## src/rtl/bsg_trace_pkg.sv

```systemverilog
// Shared types for the multi-channel trace replayer: trace ops, engine states
// and the channel-field width helper.
package bsg_trace_pkg;

  localparam int trace_op_width_gp = 4;

  // Op and state enumerators share one namespace, so ops carry an eOP_ prefix.
  typedef enum logic [3:0] {
    eOP_NOP     = 4'd0,
    eOP_SEND    = 4'd1,
    eOP_RECV    = 4'd2,
    eOP_SETMASK = 4'd3,
    eOP_DELAY   = 4'd4,
    eOP_DONE    = 4'd5
  } trace_op_e;

  typedef enum logic [1:0] {
    eRUN   = 2'd0,
    eDELAY = 2'd1,
    eDONE  = 2'd2
  } trace_state_e;

  function automatic int trace_ch_width(input int n);
    return (n > 1) ? $clog2(n) : 1;
  endfunction

endpackage

```

## src/rtl/bsg_trace_decode.sv

```systemverilog
// Combinational split of a trace entry into op/payload, with a legality flag
// and a one-hot select of the addressed channel (all zero when illegal).
module bsg_trace_decode
  import bsg_trace_pkg::*;
#(
  parameter  int ring_width_p   = 8,
  parameter  int num_channels_p = 1,
  localparam int ch_w_lp        = trace_ch_width(num_channels_p),
  localparam int trace_width_lp = trace_op_width_gp + ch_w_lp + ring_width_p
) (
  input  logic [trace_width_lp-1:0]    entry_i,
  output logic [trace_op_width_gp-1:0] op_o,
  output logic [ring_width_p-1:0]      payload_o,
  output logic                         legal_o,
  output logic [num_channels_p-1:0]    ch_one_hot_o
);

  logic [ch_w_lp-1:0] ch;

  assign {op_o, ch, payload_o} = entry_i;
  assign legal_o = (op_o <= eOP_DONE) && (32'(ch) < num_channels_p);

  always_comb begin
    ch_one_hot_o = '0;
    for (int c = 0; c < num_channels_p; c++) begin
      if (legal_o && (ch == ch_w_lp'(c))) ch_one_hot_o[c] = 1'b1;
    end
  end

endmodule

```

## src/rtl/bsg_trace_replay_multi.sv

```systemverilog
// Multi-channel trace replayer: one engine walks a trace ROM and drives
// per-channel SEND/RECV handshakes. Optional stall watchdog: BSG_TRACE_REPLAY_WATCHDOG_EN.
module bsg_trace_replay_multi
  import bsg_trace_pkg::*;
#(
  parameter  int ring_width_p      = 8,
  parameter  int num_channels_p    = 1,
  parameter  int rom_addr_width_p  = 32,
  parameter  int err_count_width_p = 16,
  parameter  int timeout_p         = 1024,
  localparam int ch_w_lp           = trace_ch_width(num_channels_p),
  localparam int trace_width_lp    = trace_op_width_gp + ch_w_lp + ring_width_p
) (
  input  logic                                   clk_i,
  input  logic                                   reset_n_i,
  input  logic                                   en_i,
  input  logic [num_channels_p-1:0]              v_i,
  input  logic [num_channels_p*ring_width_p-1:0] data_i,
  output logic [num_channels_p-1:0]              ready_o,
  output logic [num_channels_p-1:0]              v_o,
  output logic [ring_width_p-1:0]                data_o,
  input  logic [num_channels_p-1:0]              yumi_i,
  output logic [rom_addr_width_p-1:0]            rom_addr_o,
  input  logic [trace_width_lp-1:0]              rom_data_i,
  output logic                                   done_o,
  output logic                                   error_o,
  output logic [err_count_width_p-1:0]           err_count_o,
  output trace_state_e                           state_o
);

  // Handshakes: input side transfers when ready_o[c] & v_i[c]; output side
  // transfers when v_o[c] & yumi_i[c]. yumi_i is late (same cycle as v_o), so
  // v_o never depends on yumi_i. Only the addressed channel is ever asserted.

  trace_state_e                     state_r, state_n;
  logic [rom_addr_width_p-1:0]      addr_r, addr_n;
  logic [ring_width_p-1:0]          delay_r, delay_n;
  logic [ring_width_p-1:0]          mask_r, mask_n;
  logic [err_count_width_p-1:0]     err_cnt_r, err_cnt_n;
  logic                             error_r, error_n;
  logic                             inc_err;

  logic [trace_op_width_gp-1:0]     op;
  logic [ring_width_p-1:0]          payload;
  logic                             legal;
  logic [num_channels_p-1:0]        ch_oh;
  logic                             sel_v, sel_yumi, mismatch;
  logic [ring_width_p-1:0]          sel_data;

  bsg_trace_decode #(
    .ring_width_p  (ring_width_p),
    .num_channels_p(num_channels_p)
  ) decode (
    .entry_i     (rom_data_i),
    .op_o        (op),
    .payload_o   (payload),
    .legal_o     (legal),
    .ch_one_hot_o(ch_oh)
  );

  assign sel_v    = |(v_i & ch_oh);
  assign sel_yumi = |(yumi_i & ch_oh);

  always_comb begin
    sel_data = '0;
    for (int c = 0; c < num_channels_p; c++) begin
      if (ch_oh[c]) sel_data = data_i[c*ring_width_p +: ring_width_p];
    end
  end

  assign mismatch = (sel_data & mask_r) != (payload & mask_r);

`ifdef BSG_TRACE_REPLAY_WATCHDOG_EN
  localparam int stall_w_lp = $clog2(timeout_p + 1);
  logic [stall_w_lp-1:0] stall_r, stall_n;
  logic                  stalled, wd_trip;

  assign stalled = en_i && (state_r == eRUN) && legal &&
                   (((op == eOP_SEND) && !sel_yumi) || ((op == eOP_RECV) && !sel_v));
  assign wd_trip = stalled && (stall_r == stall_w_lp'(timeout_p - 1));

  always_comb begin
    stall_n = stall_r;
    if (en_i) stall_n = stalled ? stall_r + stall_w_lp'(1) : '0;
  end

  always_ff @(posedge clk_i or negedge reset_n_i) begin
    if (!reset_n_i) stall_r <= '0;
    else            stall_r <= stall_n;
  end
`endif

  // State register
  always_ff @(posedge clk_i or negedge reset_n_i) begin
    if (!reset_n_i) begin
      state_r   <= eRUN;
      addr_r    <= '0;
      delay_r   <= '0;
      mask_r    <= '1;
      err_cnt_r <= '0;
      error_r   <= 1'b0;
    end else begin
      state_r   <= state_n;
      addr_r    <= addr_n;
      delay_r   <= delay_n;
      mask_r    <= mask_n;
      err_cnt_r <= err_cnt_n;
      error_r   <= error_n;
    end
  end

  // Next-state logic
  always_comb begin
    state_n = state_r;
    addr_n  = addr_r;
    delay_n = delay_r;
    mask_n  = mask_r;
    inc_err = 1'b0;
    if (en_i) begin
      case (state_r)
        eRUN: begin
          if (!legal) begin
            inc_err = 1'b1;
            addr_n  = addr_r + rom_addr_width_p'(1);
          end else begin
            case (op)
              eOP_NOP: addr_n = addr_r + rom_addr_width_p'(1);
              eOP_SEND: begin
                if (sel_yumi) addr_n = addr_r + rom_addr_width_p'(1);
              end
              eOP_RECV: begin
                if (sel_v) begin
                  inc_err = mismatch;
                  addr_n  = addr_r + rom_addr_width_p'(1);
                end
              end
              eOP_SETMASK: begin
                mask_n = payload;
                addr_n = addr_r + rom_addr_width_p'(1);
              end
              eOP_DELAY: begin
                addr_n = addr_r + rom_addr_width_p'(1);
                if (payload != '0) begin
                  delay_n = payload - ring_width_p'(1);
                  state_n = eDELAY;
                end
              end
              eOP_DONE: state_n = eDONE;
              default: ;
            endcase
`ifdef BSG_TRACE_REPLAY_WATCHDOG_EN
            if (wd_trip) begin
              inc_err = 1'b1;
              state_n = eDONE;
            end
`endif
          end
        end
        eDELAY: begin
          if (delay_r == '0) state_n = eRUN;
          else               delay_n = delay_r - ring_width_p'(1);
        end
        default: ;
      endcase
    end
    error_n   = error_r | inc_err;
    err_cnt_n = (inc_err && !(&err_cnt_r)) ? err_cnt_r + err_count_width_p'(1) : err_cnt_r;
  end

  // Outputs: handshakes decoded from state and op; reset gates them at once.
  always_comb begin
    v_o     = '0;
    ready_o = '0;
    data_o  = '0;
    if (reset_n_i && en_i && (state_r == eRUN) && legal) begin
      if (op == eOP_SEND) begin
        v_o    = ch_oh;
        data_o = payload;
      end else if (op == eOP_RECV) begin
        ready_o = ch_oh;
      end
    end
  end

  assign done_o      = (state_r == eDONE);
  assign error_o     = error_r;
  assign err_count_o = err_cnt_r;
  assign rom_addr_o  = addr_r;
  assign state_o     = state_r;

endmodule
```

## config.mk

```make
export PLATFORM = sky130hd
export DESIGN_NAME = bsg_trace_replay_multi
export DESIGN_NICKNAME = d
export VERILOG_FILES = /design/src/rtl/bsg_trace_pkg.sv /design/src/rtl/bsg_trace_decode.sv /design/src/rtl/bsg_trace_replay_multi.sv
export SDC_FILE = /design/constraint.sdc
export NUM_CORES = 1
export LEC_CHECK = 0
export ABC_AREA = 1
export ABC_CLOCK_PERIOD_IN_PS = 1890
export BUFFER_PORTS_ARGS = -buffer_cell sky130_fd_sc_hd__buf_2
export CORE_MARGIN = 2
export CORE_UTILIZATION = 51
export CTS_BUF_LIST = sky130_fd_sc_hd__clkbuf_4
export DETAILED_ROUTE_END_ITERATION = 10
export GPL_TIMING_DRIVEN = 1
export PLACE_DENSITY_LB_ADDON = 0.25
export SLEW_MARGIN = 5
export SYNTH_ARGS = -nofsm -noshare
export SYNTH_HDL_FRONTEND = slang
export SYNTH_HIERARCHICAL = 1
export SYNTH_SLANG_ARGS = --single-unit
```

## constraint.sdc

```tcl
create_clock -name clk_i -period 1.89 [get_ports clk_i]
set_input_delay 0.378 -clock clk_i [delete_from_list [all_inputs] [get_ports clk_i]]
set_output_delay 0.378 -clock clk_i [all_outputs]
set_load 0.005 [all_outputs]
```

==> impl_metrics.toml, run 1 <==
[clocking]
cts.sinks = 67
htreeDepth = 3
clkTransAtPathRegs_ps = 120
ctsHoldBuffers = 0
clk_latency_ps = 420
cts_root_buffer = "clkbuf_4"
clk_path_buf_depth = 2
cts_tree = "done"
cts_buffers = 9

[grt]
grt_use_met2 = 0.410
antenna_found_initial = 0
grt_overflow = 0
met3_usage = 0.0308
grt_pass1_vias = 4382
grt_pass1_wl_um = 19700
grt_usage = 0.246
met1_usage = 0.333
grt_max_degree = 68
busiest_layer = "met2"

[place]
place_hpwl_um = 8540
gp_congestion = 0.982
place_inst = 837
placed_area_um2 = 5100
io_buffers = 87

[route]
routed_wl_um = 11700
num_vias = 4613
first_iter_violations = 254
wl_per_cell_um = 13.6
dr.pass1.iters = 5
ant_nets = 0
drc = 0
vias_per_cell = 5.35

[layout]
fin_util = 0.626
fin_nets = 779
design_area_um2 = 5410
antennaDiodeCount = 0
fin_cells = 863
fill_cells = 773
final_layout_size_suffix_gt1_frac = 0.248
syn2layout_area_growth_pct = 20.4

[hold_path]
hp-class = "input pin to async pin"

[synth]
synth_nets = 673
synth_area_um2 = 4490
netlist.area_leader.share = 0.329
yosysUniqueCellTypes = 33
yosysTopAreaCell = "dfrtp_1"
synth.avg_cell_area_um2 = 6.98
synthTopCellsByArea = "dfrtp_1 (33%), nand2_1 (18%), nor2_1 (5.2%)"
yosysSeqAreaShare = 0.375
synth_cells = 644
yosysWarningCount = 6
synth.ff_latch_count = 67

[timing]
tightest_slew_ps = 850
maxSlewHeadroom = 0.433
period_needed_ps = 1960
clock_skew_ps = 14.5
setup_viol = 10
max_freq_ghz = 0.511
period_share = 1.04
rsz0062_at_grt = "true"
hold_viol_final = 0
worst_slack_ps = -67.1
slew_violations = 0

[worst_setup_path]
path_class = "flip-flop to primary output"
endpoint_kind = "primary output"
worstPathRequired_ps = 1510
start_kind = "flip-flop"
r2r.worst_path.cells = 10
critPathArrivalTime_ps = 1580
path_max_fanout = 5
ff2ff_setup_slack_ps = 50

[pwr]
p_int_uw = 1760
seq_power_share = 0.585
p_leak_uw = 0.00275
power_density_nw_per_um2 = 453
power_frac_clock = 0.336
vdd_drop_max_mv = 0.257
p_switching_uw = 690
switching_share = 0.281
comb_power_share = 0.079

[die]
rows = 34
start_util = 0.520
core_area_um2 = 8640
die_width_um = 97.9
dieArea_um2 = 9580
die_y_um = 97.9
io_pins = 88

[run_status]
status = "finished, violations left"
violations = "negative setup slack"

[job]
max_cap_viol_count = 0
-- power groups by stage --
stage	Sequential, µW	Combinational (µW)	Clock [µW]
2_1_floorplan	1460	103	0
3_3_place_gp	1460	179	0
3_5_place_dp	1460	185	0
4_1_cts	1430	192	848
5_1_grt	1430	216	903
6_report	1430	195	823
-- cells in the mapped netlist --
master,number
ha_1,3
o211ai_1,3
xnor2_1,16
inv_2,2
nor2_2,4
nand3_1,44
clkbuf_1,4
dfrtp_1,59
nand2_1,217
xor2_1,17
nand3b_1,9
and2_1,1
clkinv_1,1
buf_1,1
a21oi_1,7
nor2_1,62
buf_2,7
nor3_4,1
o21ai_2,2
nand3_2,2
nand2_2,3
o21ai_0,19
nand4_1,30
dfstp_2,8
o21ai_1,13
buf_4,16
a21oi_2,2
a21o_1,1
buf_6,5
o21ai_4,1
nor3_1,28
or2_1,1
inv_1,55
-- layout make-up --
| cell class | count | area (µm²) | area share |
|---|---|---|---|
| clock buffer | 9 | 67.6 | 0.0125 |
| clock inverter | 7 | 45.0 | 0.00833 |
| inverter | 58 | 223 | 0.0412 |
| multi-input combinational | 488 | 2480 | 0.459 |
| sequential | 67 | 1690 | 0.312 |
| tap | 108 | 135 | 0.0250 |
| timing repair buffer | 126 | 769 | 0.142 |
-- path summary, 6_finish.rpt --
kind | startpoint | to
max | state_o[0]$_DFFE_PN0P_ | data_o[5]
min | reset_n_i | err_count_o[15]$_DFFE_PN0P_
max reg2reg | state_o[0]$_DFFE_PN0P_ | mask_r[4]$_DFFE_PN1P_
min reg2reg | error_o$_DFF_PN0_ | error_o$_DFF_PN0_
max in group asynchronous | reset_n_i | state_o[0]$_DFFE_PN0P_
min in group clk_i | rom_data_i[7] | mask_r[7]$_DFFE_PN1P_
-- timing repair --
action | in CTS | in global routing
gates cloned | 1 | 1
buffers inserted | 4 | 4
resized for setup | 20 | 10
pin swaps | 2 | 3
endpoints found under the setup margin | 10 | 16
-- registers in the layout, indices dropped and copies added, names as in the netlist --
signal and count:
err_count_o 16, rom_addr_o 32, state_o 2, error_o 1, delay_r 8, mask_r 8
-- worst max-delay path, cell delays in order (launching register included) --
cell and delay (ps):
dfrtp_2 450, nor2_4 120, and2_4 190, nand3_4 120, nor3_2 150, buf_2 140
-- metrics by stage --
stage                     setup TNS, ps  setup slack [ps]  hold slack (ps)  total power, µW
after floorplan                       0               189             82.4             1560
after global placement            -1000             -49.7              438             1640
after detailed placement          -2270             -94.0              450             1650
after CTS                          -131             -23.9              272             2470
after global routing              -1020              -113              307             2550
final                              -353             -67.1              267             2450
-- cells in the final DEF (no fill, tap or decap), types with 7 or more instances in the layout --
master      n
nand2_1   217
buf_2      87
nor2_1     61
dfrtp_1    58
inv_1      54
nand3_1    43
buf_4      35
nand4_1    30
nor3_1     18
o21ai_0    18
xor2_1     17
xnor2_1    16
o21ai_1    12
nor3_2      9
nand3b_1    9
clkbuf_4    9
dfstp_2     8
a21oi_1     7
-- routing by layer --
layer,routed length (µm),share of wire,vias to the layer above
li1,-,-,2279
met1,5400,0.46,2165
met2,5500,0.47,148
met3,621,0.053,21
met4,223,0.019,0
met5,0,0,-
-- cell families (layout without fill, tap and decap cells) --
family          after synthesis  count (layout)  share of synthesized area
buf+inv                      91             200                     0.0997
fa+ha+maj                     3               3                    0.00836
compound gates               48              48                     0.0615
xor+xnor                     33              33                     0.0643
flops                        67              67                      0.375
simple gates                402             404                      0.391
(Power assumes the default switching activity.)
==> run 2: changes to the inputs <==
SLEW_MARGIN = default   (was 5)
SYNTH_HIERARCHICAL = default   (was 1)
==> run 2 against run 1 <==
  * Clock power rose by 0.5%
  * Worst setup slack got worse by 150 ps
  * Die area fell by 4.7%
  * Synthesized cell count fell by 8.5%
  * Non-clock buffer count rose by 3
  * Final cell count fell by 4.1%
  * Clock skew rose by 0.60 ps
  * Register-to-register slack got worse by 150 ps
  * Global-route usage rose by 0.90 points
  * Routed wire length rose by 0.61%
  * The flow still finishes with violations (negative setup slack)
  * Final area rose by 0.51%
  * Synthesized area fell by 4.9%
==> impl_metrics.toml, run 2 <==
[run_status]
status = "finished, violations left"
violations = "negative setup slack"

[timing]
maxSlewHeadroom = 0.468
tns_ps = -1920
period_needed_ps = 2110
period_share = 1.12
max_freq_ghz = 0.474
worst_slack_ps = -221
tightest_slew_ps = 798
hold_viol_final = 0
clock_skew_ps = 15.1
slew_violations = 0
hold_ws_ps = 302
rsz0062_at_grt = "true"
setup_viol = 12

[place]
place_hpwl_um = 8340
io_buffers = 87
gp_congestion = 0.917

[layout]
largest_reg_flops = 32
final_layout_size_suffix_gt1_frac = 0.278
syn2layout_area_growth_pct = 27.2
antennaDiodeCount = 0
final_common_cell = "nand2_1"
fin_util = 0.665
fin_nets = 747
fill_cells = 691
mostFrequentLayoutCells = "nand2_1 (178), buf_2 (87), dfrtp_1 (57)"

[worst_setup_path]
endpoint_kind = "primary output"
critPathArrivalTime_ps = 1730
path_class = "flip-flop to primary output"
critPathSlowestCell = "dfrtp_1"
worstPathRequired_ps = 1510
path_max_fanout = 5
cp_slowest_stage_delay_ps = 410
start_kind = "flip-flop"
worstPathCellList = "nor2_2 > inv_2 > nor2_4 > inv_2 > nor2_4 > nand3_4 > nor2_2 > buf_2"

[synth]
synth_top_family_by_area = "simple AND/OR/NAND/NOR gates"
synth_nets = 618
synth-edff-count = 0
yosysTopAreaCell = "dfrtp_1"
synth.ff_latch_count = 67
synthTopCellsByArea = "dfrtp_1 (35%), nand2_1 (16%), xor2_1 (6.4%)"
yosys_most_used_dff = "dfrtp_1"
yosysWarningCount = 0
synth_area_um2 = 4270
ys_async_sr_fraction = 1.00
synth_fa_ha_area_frac = 0.00878
yosysUniqueCellTypes = 39
synth.avg_cell_area_um2 = 7.26
netlist.area_leader.share = 0.345
synth.most_common_cell = "nand2_1"
synth_commonest_cells = "nand2_1 (180), nor2_1 (63), dfrtp_1 (59), inv_1 (58), nand3_1 (35)"
synthXorXnorAreaFrac = 0.0963
synth_cells = 589
synthSimpleGateAreaFrac = 0.376
yosysSeqAreaShare = 0.395
synthMuxAreaShare = 0
synth_compound_area_frac = 0.0521

[pwr]
power_frac_clock = 0.316
p_switching_uw = 777
p_int_uw = 1840
seq_power_share = 0.576
p_leak_uw = 0.00271
switching_share = 0.297
vdd_drop_max_mv = 0.443
power_density_nw_per_um2 = 481
comb_power_share = 0.108
power_uw = 2620

[route]
num_vias = 4507
first_iter_violations = 345
ant_nets = 0
drc = 0
wl_per_cell_um = 14.3
route.top_layer_used = "met4"
dr.pass1.iters = 6
vias_per_cell = 5.44
routed_wl_um = 11800
wl_met3_um = 653
met2_length_um = 5800
wl_met1_um = 5130

[grt]
grt_usage = 0.255
grt_pass1_vias = 3972
antenna_found_initial = 0
grt_pass1_wl_um = 18300
grt_overflow = 0
grt_max_degree = 65

[die]
die_width_um = 95.5
rows = 33
start_util = 0.523
io_pins = 88
core_area_um2 = 8180
die_y_um = 95.5
dieArea_um2 = 9130

[hold_path]
hp-class = "input pin to flip-flop"

[clocking]
clk_path_buf_depth = 2
cts_root_buffer = "clkbuf_4"
htreeDepth = 3
cts_tree = "done"
cts_buffers = 9
clkTransAtPathRegs_ps = 120
clk_latency_ps = 420
cts.sinks = 67

[job]
max_cap_viol_count = 0
-- run 2: changes by cell type after synthesis, moves of 4 or more --
| cell | previous run | this run |
|---|---|---|
| nand3_1 | 44 | 35 |
| nand4_1 | 30 | 34 |
| xor2_1 | 17 | 31 |
| o21ai_1 | 13 | 5 |
| nand3b_1 | 9 | 2 |
| a21oi_1 | 7 | 2 |
| buf_4 | 16 | 0 |
| nor4_1 | 0 | 6 |
| nand2_1 | 217 | 180 |
| nor3_1 | 28 | 24 |
| o21ai_0 | 19 | 25 |
-- run 2: repair_timing --
item	CTS	global route
endpoints found under the setup margin	11	62
gates resized for setup	16	38
buffers inserted	7	10
hold endpoints to repair	2	0
cloned	1	1
pin swaps	5	12
hold buffers	2	0
-- run 2: power groups by stage --
| stage | clock network [µW] | registers, µW | logic, µW |
|---|---|---|---|
| after floorplan | 0 | 1530 | 121 |
| after global placement | 0 | 1530 | 253 |
| after detailed placement | 0 | 1530 | 258 |
| after CTS | 840 | 1500 | 266 |
| after global routing | 907 | 1510 | 317 |
| final | 827 | 1510 | 281 |
-- run 2: final timing paths --
check | from | end | slack, ps | depth (start not counted)
max | state_o[0]$_DFFE_PN0P_ | data_o[1] | -220 | 8
min | rom_data_i[0] | mask_r[0]$_DFFE_PN1P_ | 300 | 3
max reg2reg | state_o[1]$_DFFE_PN0P_ | delay_r[6]$_DFFE_PN0P_ | -100 | 12
min reg2reg | error_o$_DFF_PN0_ | error_o$_DFF_PN0_ | 470 | 1
max in group asynchronous | reset_n_i | rom_addr_o[4]$_DFFE_PN0P_ | 490 | 3
min in group asynchronous | reset_n_i | mask_r[0]$_DFFE_PN1P_ | 550 | 2
-- run 2: worst max-delay path: cells and delay by family (launching register included) --
kind / cells / cell delay, ps
flip-flops: 1 / 410
buffers and inverters: 3 / 230
AND/OR/NAND/NOR: 5 / 670
-- run 2: layout make-up --
| class | instances | area, µm² | share of cell area |
|---|---|---|---|
| inverters | 60 | 231 | 0.0426 |
| clock buffers | 9 | 67.6 | 0.0124 |
| multi-input cells | 451 | 2470 | 0.455 |
| well taps | 105 | 131 | 0.0242 |
| repair buffers | 129 | 801 | 0.147 |
| clock inverters | 7 | 45.0 | 0.00829 |
| flip-flops and latches | 67 | 1690 | 0.311 |
-- run 2: cells by family after synthesis --
| family | after synthesis |
|---|---|
| AO/OA/AOI/OAI | 40 |
| XOR/XNOR | 47 |
| adder cells (fa/ha/maj) | 3 |
| buffers and inverters | 73 |
| flip-flops | 67 |
| AND/OR/NAND/NOR | 359 |
-- run 2: per-stage QoR --
stage,instance area (µm²),setup WS (ps),cells
floorplan,4270,146,589
global placement,4950,27.3,791
detailed placement,4950,-48.9,791
CTS,5200,-230,817
global route,5440,-321,828
finish,5440,-221,828
-- run 2: routing by layer --
layer  GRT usage  vias up
met5           0        -
met1       0.353     2139
met4      0.0786        0
met3      0.0435       28
li1            -     2186
met2       0.409      154
==> run 3: changes to the inputs <==
CTS_BUF_LIST = sky130_fd_sc_hd__clkbuf_4 sky130_fd_sc_hd__clkbuf_8   (was sky130_fd_sc_hd__clkbuf_4)
==> run 3 against run 2 <==
  * The flow still finishes with violations (negative setup slack)
  * Critical path depth stayed put
  * Sequential power hardly changed
  * Total power is 8.5% higher
  * Worst setup slack better by 79 ps
  * Global-route usage stayed put
  * Via count is 1.3% lower
  * Final area is 0.12% higher
  * First-iteration DRC count is 22% lower
  * Clock power is 27% higher
  * Core utilization is 0.077 points higher
  * Combinational power hardly changed
  * Critical path type unchanged
  * Highest routed layer unchanged
==> impl_metrics.toml, run 3 (synthesis results as in run 2) <==
[die]
io_pins = 88
die_width_um = 95.5
rows = 33
start_util = 0.523
dieArea_um2 = 9130
die_y_um = 95.5
core_area_um2 = 8180

[layout]
fill_cells = 685
syn2layout_area_growth_pct = 27.3
register_area_um2 = 1690
mostFrequentLayoutCells = "nand2_1 (175), buf_2 (87), dfrtp_1 (57)"
multi_input_area_um2 = 2470
fin_nets = 739
final_common_cell = "nand2_1"
final_layout_size_suffix_gt1_frac = 0.281
antennaDiodeCount = 0
largest_reg_flops = 32
fin_cells = 820

[clocking]
clk_latency_ps = 350
cts_tree = "done"
cts.sinks = 67
cts_buffers = 9
cts_root_buffer = "clkbuf_8"
clkTransAtPathRegs_ps = 70
htreeDepth = 3
clk_path_buf_depth = 2

[timing]
hold_viol_final = 0
rsz0062_at_grt = "true"
max_freq_ghz = 0.492
tns_ps = -1030
worst_slack_ps = -142
setup_viol = 10
clock_skew_ps = 10.7
maxSlewHeadroom = 0.463
period_share = 1.08
tightest_slew_ps = 806
slew_violations = 0
hold_ws_ps = 90.8
period_needed_ps = 2030

[route]
vias_per_cell = 5.43
first_iter_violations = 268
num_vias = 4450
wl_per_cell_um = 14.2
dr.pass1.iters = 8
drc = 0
routed_wl_um = 11600
ant_nets = 0

[grt]
grt_max_degree = 65
grt_pass1_wl_um = 18300
antenna_found_initial = 0
grt_overflow = 0
grt_pass1_vias = 3960
grt_usage = 0.255

[place]
io_buffers = 87
place_inst = 791
gp_congestion = 0.917
place_hpwl_um = 8340

[worst_setup_path]
critPathArrivalTime_ps = 1650
r2r_end = "delay_r[6]$_DFFE_PN0P_"
path_max_fanout = 5
worst-path-stages = 8
r2r.worst_path.cells = 11
endpoint_kind = "primary output"
worstPathRequired_ps = 1510
path_class = "flip-flop to primary output"
cp_slowest_stage_delay_ps = 400
critPathSlowestCell = "dfrtp_1"
worstPathCellList = "nor2_2 > inv_2 > nor2_4 > inv_2 > nor2_4 > nand3_4 > nor2_1 > buf_2"
r2r_start = "state_o[0]$_DFFE_PN0P_"
ff2ff_setup_slack_ps = 50
worstSetupStartpoint = "state_o[0]$_DFFE_PN0P_"
crit_buf_inv = 3
cp-endpoint = "data_o[5]"
critPathTopFamily = "simple AND/OR/NAND/NOR gates"
start_kind = "flip-flop"

[run_status]
status = "finished, violations left"
violations = "negative setup slack"

[job]
max_cap_viol_count = 0

[pwr]
power_uw = 2840
p_leak_uw = 0.00270
vdd_drop_max_mv = 0.499
power_density_nw_per_um2 = 522

[hold_path]
hp-class = "input pin to async pin"
-- run 3: final cells by class --
class | instances | share of cell area
clock inverters | 7 | 0.00828
flip-flops and latches | 67 | 0.310
inverters | 60 | 0.0430
repair buffers | 122 | 0.138
multi-input cells | 450 | 0.454
well taps | 105 | 0.0241
clock buffers | 9 | 0.0228
-- run 3: routing by layer --
layer  track usage  vias up  part of all wire
li1              -     2170                 -
met1         0.356     2130              0.44
met2         0.409      134              0.49
met3        0.0372       16             0.048
met4        0.0821        0             0.015
met5             0        -                 0
-- run 3: how the worst min path moves through the flow --
stage	end	depth (start not counted)
floorplan	delay_r[0]$_DFFE_PN0P_	0
global placement	state_o[0]$_DFFE_PN0P_	1
detailed placement	state_o[0]$_DFFE_PN0P_	1
CTS	mask_r[0]$_DFFE_PN1P_	1
global route	mask_r[0]$_DFFE_PN1P_	1
finish	mask_r[0]$_DFFE_PN1P_	1
-- run 3: timing repair --
item,4_1_cts,5_1_grt
pin swaps,6,14
setup buffers,6,5
endpoints found under the hold margin,2,0
endpoints found under the setup margin,11,56
resized for setup,13,50
gates cloned,1,0
hold buffers,1,0
-- run 3: worst register-to-register path, stage by stage (launching register included) --
cell and delay [ps]:
dfrtp_1 400, buf_4 150, buf_6 120, nand2_8 120, nand2_1 90, o21ai_2 80
ha_2 220, nand3_2 90, nor2_2 130, nand2_1 90, xor2_1 160, o21ai_1 70
-- run 3: report_power, final --
| part | leakage [µW] | total [µW] | internal, µW | switching, µW |
|---|---|---|---|---|
| sequential | 0.000833 | 1510 | 1470 | 39.7 |
| clock | 0.0000887 | 1050 | 470 | 582 |
| combinational | 0.00178 | 281 | 106 | 175 |
| total | 0.00270 | 2840 | 2040 | 797 |
-- run 3: stage by stage --
stage	worst slack, ps	area (µm²)	utilization
global route	-267	5440	0.666
global placement	27.3	4950	0.606
finish	-142	5440	0.666
detailed placement	-48.9	4950	0.606
floorplan	146	4270	-
CTS	-147	5230	0.639
